--- config.mk ---
export PLATFORM = sky130hd
export DESIGN_NAME = lane_shift_scheduler_flat
export DESIGN_NICKNAME = d
export VERILOG_FILES = /design/src/rtl/lane_shift_scheduler_if.sv /design/src/rtl/lane_shift_scheduler.sv /design/src/flat_wrapper.sv
export SDC_FILE = /design/constraint.sdc
export NUM_CORES = 1
export LEC_CHECK = 0
export CAP_MARGIN = 20
export CELL_PAD_IN_SITES_DETAIL_PLACEMENT = 2
export CELL_PAD_IN_SITES_GLOBAL_PLACEMENT = 2
export CORE_ASPECT_RATIO = 1.75
export CORE_UTILIZATION = 39
export DETAILED_ROUTE_END_ITERATION = 8
export GPL_ROUTABILITY_DRIVEN = 0
export PLACE_DENSITY = 0.91
export SLEW_MARGIN = 20
export SYNTH_ARGS = -nofsm -noshare
export SYNTH_HDL_FRONTEND = slang
export SYNTH_SLANG_ARGS = --single-unit
--- constraint.sdc ---
create_clock -name LANE_SCHED_CLOCK_50 -period 4.5 [get_ports LANE_SCHED_CLOCK_50]
set_clock_uncertainty 0.15 [all_clocks]
set_input_delay 0.9 -clock LANE_SCHED_CLOCK_50 [delete_from_list [all_inputs] [get_ports LANE_SCHED_CLOCK_50]]
set_output_delay 0.9 -clock LANE_SCHED_CLOCK_50 [all_outputs]
set_load 0.005 [all_outputs]
--- src/rtl/lane_shift_scheduler_if.sv ---
`default_nettype none
// ============================================================================
//  Module      : lane_shift_scheduler_if
//  Description : Bundle between the level/game controller, the lane
//                registers and lane_shift_scheduler.
//                master : controller / lane-register side
//                         drives NVL_IN, CN_IN, LOADED_IN
//                slave  : the scheduler
//                         drives LOAD_OUT, SHIFT_OUT, LEVEL_OUT, BUSY_OUT,
//                         ERR_OUT
//  Revision    : 1.0  initial release
// ============================================================================
interface lane_shift_scheduler_if #(
  parameter int NUM_LANES = 4
);
  logic [1:0]           LANE_SCHED_NVL_IN;     // requested level
  logic                 LANE_SCHED_CN_IN;      // level-change strobe
  logic [NUM_LANES-1:0] LANE_SCHED_LOADED_IN;  // per-lane load acknowledge
  logic [NUM_LANES-1:0] LANE_SCHED_LOAD_OUT;   // one-hot load strobe
  logic [NUM_LANES-1:0] LANE_SCHED_SHIFT_OUT;  // one-hot shift enable
  logic [1:0]           LANE_SCHED_LEVEL_OUT;  // captured level
  logic                 LANE_SCHED_BUSY_OUT;   // load sequence active
  logic                 LANE_SCHED_ERR_OUT;    // sticky load timeout

  modport master (
    output LANE_SCHED_NVL_IN, LANE_SCHED_CN_IN, LANE_SCHED_LOADED_IN,
    input  LANE_SCHED_LOAD_OUT, LANE_SCHED_SHIFT_OUT, LANE_SCHED_LEVEL_OUT,
           LANE_SCHED_BUSY_OUT, LANE_SCHED_ERR_OUT
  );

  modport slave (
    input  LANE_SCHED_NVL_IN, LANE_SCHED_CN_IN, LANE_SCHED_LOADED_IN,
    output LANE_SCHED_LOAD_OUT, LANE_SCHED_SHIFT_OUT, LANE_SCHED_LEVEL_OUT,
           LANE_SCHED_BUSY_OUT, LANE_SCHED_ERR_OUT
  );
endinterface
`default_nettype wire

--- src/rtl/lane_shift_scheduler.sv ---
`default_nettype none
// ============================================================================
//  Module      : lane_shift_scheduler
//  Description : Central sequencer for the vehicle-lane shift registers.
//                On a level change it loads every lane in turn (one-cycle
//                one-hot LOAD strobe, then waits for that lane's ack), then
//                issues one-hot single-cycle shift enables in bursts at a
//                level-dependent rate derived from a prescaled base tick.
//                Single clock domain, no gated clocks.
//  Ports       : LANE_SCHED_CLOCK_50  in  system clock
//                LANE_SCHED_RESET     in  asynchronous, active-high reset
//                sched_bus            slave modport of lane_shift_scheduler_if
//                  NVL_IN[1:0], CN_IN, LOADED_IN[NUM_LANES]      (in)
//                  LOAD_OUT, SHIFT_OUT, LEVEL_OUT, BUSY_OUT, ERR_OUT (out)
//  Options     : `define LANE_SCHED_LOAD_TIMEOUT_EN enables the per-lane
//                acknowledge timeout (skip lane, sticky ERR_OUT). Without
//                it LOAD_WAIT waits forever and ERR_OUT is tied low.
//  Revision    : 1.0  initial release
// ============================================================================
module lane_shift_scheduler #(
  parameter int NUM_LANES      = 4,
  parameter int PRESCALE_MAX   = 2500000,
  parameter int PRESCALE_WIDTH = 22,
  parameter int PERIOD_SLOW    = 5,
  parameter int PERIOD_NORMAL  = 4,
  parameter int PERIOD_FAST    = 3,
  parameter int PERIOD_WIDTH   = 4,
  parameter int LOAD_TIMEOUT   = 255
) (
  input  wire logic              LANE_SCHED_CLOCK_50,
  input  wire logic              LANE_SCHED_RESET,
  lane_shift_scheduler_if.slave  sched_bus
);

  localparam int c_lane_w = (NUM_LANES > 1) ? $clog2(NUM_LANES) : 1;

  localparam logic [1:0] c_st_idle      = 2'd0;
  localparam logic [1:0] c_st_load_req  = 2'd1;
  localparam logic [1:0] c_st_load_wait = 2'd2;
  localparam logic [1:0] c_st_run       = 2'd3;

  logic [1:0]                r_state;
  logic [c_lane_w-1:0]       r_lane_idx;
  logic [1:0]                r_level;
  logic [PRESCALE_WIDTH-1:0] r_prescaler;
  logic [PERIOD_WIDTH-1:0]   r_tick_cnt;
  logic [NUM_LANES-1:0]      r_load_out;
  logic [NUM_LANES-1:0]      r_shift_out;
  logic                      r_busy;

  logic [1:0]                w_state_nxt;
  logic [c_lane_w-1:0]       w_lane_nxt;
  logic [1:0]                w_level_nxt;
  logic [PERIOD_WIDTH-1:0]   w_period_m1;
  logic                      w_tick;
  logic                      w_timeout;
  logic                      w_lane_adv;

  // A lane is finished either by its own ack or by the (optional) timeout;
  // acks on other lanes are ignored by indexing with r_lane_idx.
  assign w_lane_adv = sched_bus.LANE_SCHED_LOADED_IN[r_lane_idx] | w_timeout;
  assign w_tick     = (r_prescaler == PRESCALE_WIDTH'(PRESCALE_MAX - 1));

  always_comb begin
    w_period_m1 = '0;
    case (r_level)
      2'd1:    w_period_m1 = PERIOD_WIDTH'(PERIOD_SLOW - 1);
      2'd2:    w_period_m1 = PERIOD_WIDTH'(PERIOD_NORMAL - 1);
      2'd3:    w_period_m1 = PERIOD_WIDTH'(PERIOD_FAST - 1);
      default: w_period_m1 = '0;
    endcase
  end

  // Next state. CN_IN wins over everything, in every state.
  always_comb begin
    w_state_nxt = r_state;
    w_lane_nxt  = r_lane_idx;
    w_level_nxt = r_level;
    if (sched_bus.LANE_SCHED_CN_IN) begin
      w_state_nxt = c_st_load_req;
      w_lane_nxt  = '0;
      w_level_nxt = sched_bus.LANE_SCHED_NVL_IN;
    end else begin
      case (r_state)
        c_st_load_req: w_state_nxt = c_st_load_wait;
        c_st_load_wait: begin
          if (w_lane_adv) begin
            if (r_lane_idx == c_lane_w'(NUM_LANES - 1)) begin
              w_state_nxt = c_st_run;
            end else begin
              w_lane_nxt  = r_lane_idx + c_lane_w'(1);
              w_state_nxt = c_st_load_req;
            end
          end
        end
        default: ;
      endcase
    end
  end

  // Outputs are registered from the next-state decode so LOAD_OUT/BUSY_OUT
  // line up with the cycle the FSM actually occupies the state.
  always_ff @(posedge LANE_SCHED_CLOCK_50 or posedge LANE_SCHED_RESET) begin
    if (LANE_SCHED_RESET) begin
      r_state     <= c_st_idle;
      r_lane_idx  <= '0;
      r_level     <= '0;
      r_prescaler <= '0;
      r_tick_cnt  <= '0;
      r_load_out  <= '0;
      r_shift_out <= '0;
      r_busy      <= 1'b0;
    end else begin
      r_state    <= w_state_nxt;
      r_lane_idx <= w_lane_nxt;
      r_level    <= w_level_nxt;
      r_load_out <= (w_state_nxt == c_st_load_req) ?
                    (NUM_LANES'(1) << w_lane_nxt) : '0;
      r_busy     <= (w_state_nxt == c_st_load_req) ||
                    (w_state_nxt == c_st_load_wait);

      // Timing datapath only runs while staying in RUN; entering RUN, leaving
      // it on CN_IN, or any other state keeps it cleared, which also
      // truncates a burst in flight.
      if ((r_state != c_st_run) || (w_state_nxt != c_st_run)) begin
        r_prescaler <= '0;
        r_tick_cnt  <= '0;
        r_shift_out <= '0;
      end else begin
        // The burst walks the single set bit up one lane per cycle; bursts
        // never overlap because a burst period is >= NUM_LANES+1 cycles.
        r_shift_out <= r_shift_out << 1;
        if (w_tick) begin
          r_prescaler <= '0;
          if (r_level == 2'd0) begin
            r_tick_cnt <= '0;
          end else if (r_tick_cnt == w_period_m1) begin
            r_tick_cnt  <= '0;
            r_shift_out <= NUM_LANES'(1);
          end else begin
            r_tick_cnt <= r_tick_cnt + PERIOD_WIDTH'(1);
          end
        end else begin
          r_prescaler <= r_prescaler + PRESCALE_WIDTH'(1);
        end
      end
    end
  end

`ifdef LANE_SCHED_LOAD_TIMEOUT_EN
  localparam int c_to_w = $clog2(LOAD_TIMEOUT + 1);

  logic [c_to_w-1:0] r_to_cnt;
  logic              r_err;

  // Counter is 0 in the first LOAD_WAIT cycle, so the timeout fires in the
  // LOAD_TIMEOUT-th waiting cycle and the skip is visible one cycle later.
  assign w_timeout = (r_state == c_st_load_wait) &&
                     (r_to_cnt == c_to_w'(LOAD_TIMEOUT - 1));

  always_ff @(posedge LANE_SCHED_CLOCK_50 or posedge LANE_SCHED_RESET) begin
    if (LANE_SCHED_RESET) begin
      r_to_cnt <= '0;
      r_err    <= 1'b0;
    end else begin
      if ((r_state == c_st_load_wait) && (w_state_nxt == c_st_load_wait)) begin
        r_to_cnt <= r_to_cnt + c_to_w'(1);
      end else begin
        r_to_cnt <= '0;
      end
      if (w_timeout && !sched_bus.LANE_SCHED_CN_IN) begin
        r_err <= 1'b1;
      end
    end
  end

  assign sched_bus.LANE_SCHED_ERR_OUT = r_err;
`else
  localparam int c_unused_load_timeout = LOAD_TIMEOUT;

  assign w_timeout                    = 1'b0;
  assign sched_bus.LANE_SCHED_ERR_OUT = 1'b0;
`endif

  assign sched_bus.LANE_SCHED_LOAD_OUT  = r_load_out;
  assign sched_bus.LANE_SCHED_SHIFT_OUT = r_shift_out;
  assign sched_bus.LANE_SCHED_LEVEL_OUT = r_level;
  assign sched_bus.LANE_SCHED_BUSY_OUT  = r_busy;

endmodule
`default_nettype wire

--- src/flat_wrapper.sv ---
// flat-port wrapper written by rule: the top's interface ports become plain ports
module lane_shift_scheduler_flat 
#(
  parameter int NUM_LANES      = 4,
  parameter int PRESCALE_MAX   = 2500000,
  parameter int PRESCALE_WIDTH = 22,
  parameter int PERIOD_SLOW    = 5,
  parameter int PERIOD_NORMAL  = 4,
  parameter int PERIOD_FAST    = 3,
  parameter int PERIOD_WIDTH   = 4,
  parameter int LOAD_TIMEOUT   = 255
)
  (LANE_SCHED_CLOCK_50, LANE_SCHED_RESET, sched_bus_LANE_SCHED_NVL_IN, sched_bus_LANE_SCHED_CN_IN, sched_bus_LANE_SCHED_LOADED_IN, sched_bus_LANE_SCHED_LOAD_OUT, sched_bus_LANE_SCHED_SHIFT_OUT, sched_bus_LANE_SCHED_LEVEL_OUT, sched_bus_LANE_SCHED_BUSY_OUT, sched_bus_LANE_SCHED_ERR_OUT);
  lane_shift_scheduler_if #(.NUM_LANES(NUM_LANES)) sched_bus_i ();
  input  wire logic LANE_SCHED_CLOCK_50;
  input  wire logic LANE_SCHED_RESET;
  input wire logic [$bits(sched_bus_i.LANE_SCHED_NVL_IN)-1:0] sched_bus_LANE_SCHED_NVL_IN;
  input wire logic [$bits(sched_bus_i.LANE_SCHED_CN_IN)-1:0] sched_bus_LANE_SCHED_CN_IN;
  input wire logic [$bits(sched_bus_i.LANE_SCHED_LOADED_IN)-1:0] sched_bus_LANE_SCHED_LOADED_IN;
  output wire logic [$bits(sched_bus_i.LANE_SCHED_LOAD_OUT)-1:0] sched_bus_LANE_SCHED_LOAD_OUT;
  output wire logic [$bits(sched_bus_i.LANE_SCHED_SHIFT_OUT)-1:0] sched_bus_LANE_SCHED_SHIFT_OUT;
  output wire logic [$bits(sched_bus_i.LANE_SCHED_LEVEL_OUT)-1:0] sched_bus_LANE_SCHED_LEVEL_OUT;
  output wire logic [$bits(sched_bus_i.LANE_SCHED_BUSY_OUT)-1:0] sched_bus_LANE_SCHED_BUSY_OUT;
  output wire logic [$bits(sched_bus_i.LANE_SCHED_ERR_OUT)-1:0] sched_bus_LANE_SCHED_ERR_OUT;
  assign sched_bus_i.LANE_SCHED_NVL_IN = sched_bus_LANE_SCHED_NVL_IN;
  assign sched_bus_i.LANE_SCHED_CN_IN = sched_bus_LANE_SCHED_CN_IN;
  assign sched_bus_i.LANE_SCHED_LOADED_IN = sched_bus_LANE_SCHED_LOADED_IN;
  assign sched_bus_LANE_SCHED_LOAD_OUT = sched_bus_i.LANE_SCHED_LOAD_OUT;
  assign sched_bus_LANE_SCHED_SHIFT_OUT = sched_bus_i.LANE_SCHED_SHIFT_OUT;
  assign sched_bus_LANE_SCHED_LEVEL_OUT = sched_bus_i.LANE_SCHED_LEVEL_OUT;
  assign sched_bus_LANE_SCHED_BUSY_OUT = sched_bus_i.LANE_SCHED_BUSY_OUT;
  assign sched_bus_LANE_SCHED_ERR_OUT = sched_bus_i.LANE_SCHED_ERR_OUT;
  lane_shift_scheduler #(.NUM_LANES(NUM_LANES), .PRESCALE_MAX(PRESCALE_MAX), .PRESCALE_WIDTH(PRESCALE_WIDTH), .PERIOD_SLOW(PERIOD_SLOW), .PERIOD_NORMAL(PERIOD_NORMAL), .PERIOD_FAST(PERIOD_FAST), .PERIOD_WIDTH(PERIOD_WIDTH), .LOAD_TIMEOUT(LOAD_TIMEOUT)) u_core (.LANE_SCHED_CLOCK_50(LANE_SCHED_CLOCK_50), .LANE_SCHED_RESET(LANE_SCHED_RESET), .sched_bus(sched_bus_i));
endmodule
==> flow_summary.toml <==
[global_route]
grt_pass1_wl_um = 8650
grt-ovfl-total = 0
grt_pass1_vias = 1724
antenna_found_initial = 0
grt_max_degree = 42
track_usage_pct = 20.9

[routing]
firstDrtPassIters = 4
drt_iter0_drc = 20
wl_per_cell_um = 19.8
post-route-drc-count = 0
wl_um = 5330
vias_per_cell = 5.75
dr_total_vias = 1547
detail-route-antenna-nets = 0

[flow_run]
cap_violations = 0

[setup_path]
path_class = "primary input to register"
cp_data_arrival_time_ns = 3.77
required_ns = 4.57
path_buf_inv = 1
cpMostUsedCell = "nor2_1"
slowest_stage = "mux4_2"
cp_cell_sequence = "clkdlybuf4s50_1 > mux4_2 > nor2b_1 > o21ai_0 > o21a_1 > nor2_1 > ha_1 > nand2_1 > nor2_1 > o311ai_0 > or2_2 > mux2i_1"
cp_top_family = "simple AND/OR/NAND/NOR gates"
cp-end-kind = "register"
cp_max_fo = 5
cp-start-kind = "primary input"
slowest_delay_ns = 0.50

[synthesis]
synth_area_leader_cell = "dfrtp_1"
synthTopCellsByArea = "dfrtp_1 51%, nor2_1 6.1%, xor2_1 5.6%, ha_1 4.3%, xnor2_1 3.0%"
synthFlopType = "dfrtp_1"
synth_seq_cells = 41
syn-mean-instance-area_um2 = 10.6
synth_edf_count = 0
ys_async_sr_fraction_pct = 100
synth_top_area_share_pct = 50.9
syn-num-nets = 206
seq_area_frac_synth_pct = 50.9
synth_warnings = 0
syn_inst = 190
synth_cell_types = 43
syn-cell-area_mm2 = 0.00202

[placement]
place_ws_ns = 0.621
port-buffer-count = 19
hpwl_um = 3710

[final_layout]
area_growth_pct = 17.5
layout_common_cells = "41 x dfrtp_1, 33 x nor2_1, 19 x clkdlybuf4s50_1, 13 x xor2_1, 11 x nand3_1"
final_common_cell = "dfrtp_1"
diodes = 0
nets = 230
drive_gt1_share_pct = 10.2

[sta]
setup_ws_ns = 0.799
slew_violations = 0
rsz0062_at_grt = "no"
relSlewSlack_pct = 30.0
setup_tns_ns = 0
finalHoldViolations = 0
setup-violations-final = 0
layout_min_cycle_time_ns = 3.70
fin_crit_sh_pct = 82.2
max_freq_ghz = 0.270
tightest_slew_ns = 1.04

[pwr]
clockPowerShare_pct = 30.9
p_leak_nw = 1.00
p_sw_share_pct = 28.7
ir_drop_mv = 0.287
p_comb_share_pct = 21.4
p_int_mw = 0.614
p_sw_mw = 0.247
pwr-share-seq_pct = 47.6
power.density_mw_per_mm2 = 364

[die]
dieArea_mm2 = 0.00547
die_w_um = 56.3
num_io_pins = 21
start_util_pct = 40.5
core-area_mm2 = 0.00498
die_y_um = 97.1
num_rows = 34

[clock_network]
cts_resized = 0
clock-sinks = 41
clockBufferDepth = 2
cts_tree = "built"
ctsRootBufferMaster = "clkbuf_8"
clkLatencyLatePin_ns = 0.29
cts_inserted_buffers = 5
clk_pin_slew_ns = 0.08
post_cts_buffers = 0
h-tree-depth = 2
cts_hold_buf = 0

[outcome]
outcome = "finished, final reports clean"

[min_path]
hp-class = "register to register"
worst register-to-register path, stage by stage, from the launching register on:
cell and delay [ns]:
dfrtp_1 0.44, mux4_2 0.56, nor2b_1 0.17, o21ai_0 0.10
o21a_1 0.13, nor2_1 0.13, ha_1 0.20, nand2_1 0.11
nor2_1 0.15, o311ai_0 0.34, or2_2 0.44, mux2i_1 0.14
cells by family after synthesis:
group | after synthesis | synth area share (%)
compound gates | 16 | 5.71
simple gates | 90 | 24.2
xor+xnor | 20 | 8.69
fa+ha+maj | 7 | 4.34
mux | 5 | 3.29
flops | 41 | 50.9
other cells | 1 | 0.186
buf+inv | 10 | 2.67
registers in the layout, indices dropped and copies added (netlist names):
register                               cells
u_core.sched_bus.LANE_SCHED_LOAD_OUT       4
u_core.r_prescaler                        22
u_core.sched_bus.LANE_SCHED_SHIFT_OUT      4
u_core.sched_bus.LANE_SCHED_LEVEL_OUT      2
u_core.sched_bus.LANE_SCHED_BUSY_OUT       1
u_core.r_tick_cnt                          4
u_core.r_state                             2
u_core.r_lane_idx                          2
routing by layer:
layer  GRT usage, %  wire length, um  vias up
li1               -                -      710
met1           23.4             2020      802
met2           39.3             3140       28
met3           2.80               90        7
met4           7.32               81        0
met5              0                0        -
final timing paths:
path	start	endpoint	slack [ns]	depth (start not counted)
max in group asynchronous	LANE_SCHED_RESET	u_core.r_tick_cnt[1]	2.94	3
hold reg to reg	u_core.r_prescaler[0]	u_core.r_prescaler[0]	0.35	1
setup / recovery	sched_bus_LANE_SCHED_LOADED_IN[1]	u_core.r_tick_cnt[0]	0.80	12
hold / removal	u_core.r_prescaler[0]	u_core.r_prescaler[0]	0.35	1
setup reg to reg	u_core.r_lane_idx[0]	u_core.r_tick_cnt[0]	1.36	11
min in group asynchronous	LANE_SCHED_RESET	u_core.sched_bus.LANE_SCHED_LOAD_OUT[0]	0.89	3
metrics by stage:
stage / std cells / power, mW / hold WS, ns / utilization, % / instance area [um2]
after floorplan: 190 / 0.517 / 0.305 / - / 2020
after global placement: 260 / 0.581 / 0.326 / 45.2 / 2250
after detailed placement: 260 / 0.596 / 0.332 / 45.3 / 2260
after CTS: 268 / 0.869 / 0.363 / 47.4 / 2360
after global routing: 269 / 0.902 / 0.370 / 47.6 / 2370
final: 269 / 0.861 / 0.350 / 47.6 / 2370
power by group through the flow:
| stage | combinational (mW) | sequential (mW) | clock [mW] |
|---|---|---|---|
| floorplan | 0.104 | 0.413 | 0 |
| global placement | 0.166 | 0.415 | 0 |
| detailed placement | 0.179 | 0.417 | 0 |
| CTS | 0.184 | 0.411 | 0.275 |
| global route | 0.202 | 0.414 | 0.285 |
| finish | 0.185 | 0.410 | 0.266 |
Yosys cell counts (all sizes together) (2+ instances only):
master  number
nand3       11
inv          6
and3b        2
nor2        33
nand4        7
and3         3
nor3b        2
nor4         5
o21ai        4
nand2        7
or2          3
xor2        13
nand2b       2
and4b        2
nor2b        2
and4         3
ha           7
and2         3
dfrtp       41
o21a         2
mux2         3
xnor2        7
buf          3
nor3         3
cell type report:
type                    count  area [um2]
clock buffers               7        96.3
clock inverters             1        5.00
multi-input cells         139         942
well taps                  54        67.6
flip-flops and latches     41        1030
repair buffers             21         209
fillers                   516        2610
inverters                   6        22.5
Power figures use the tool's default switching activity.
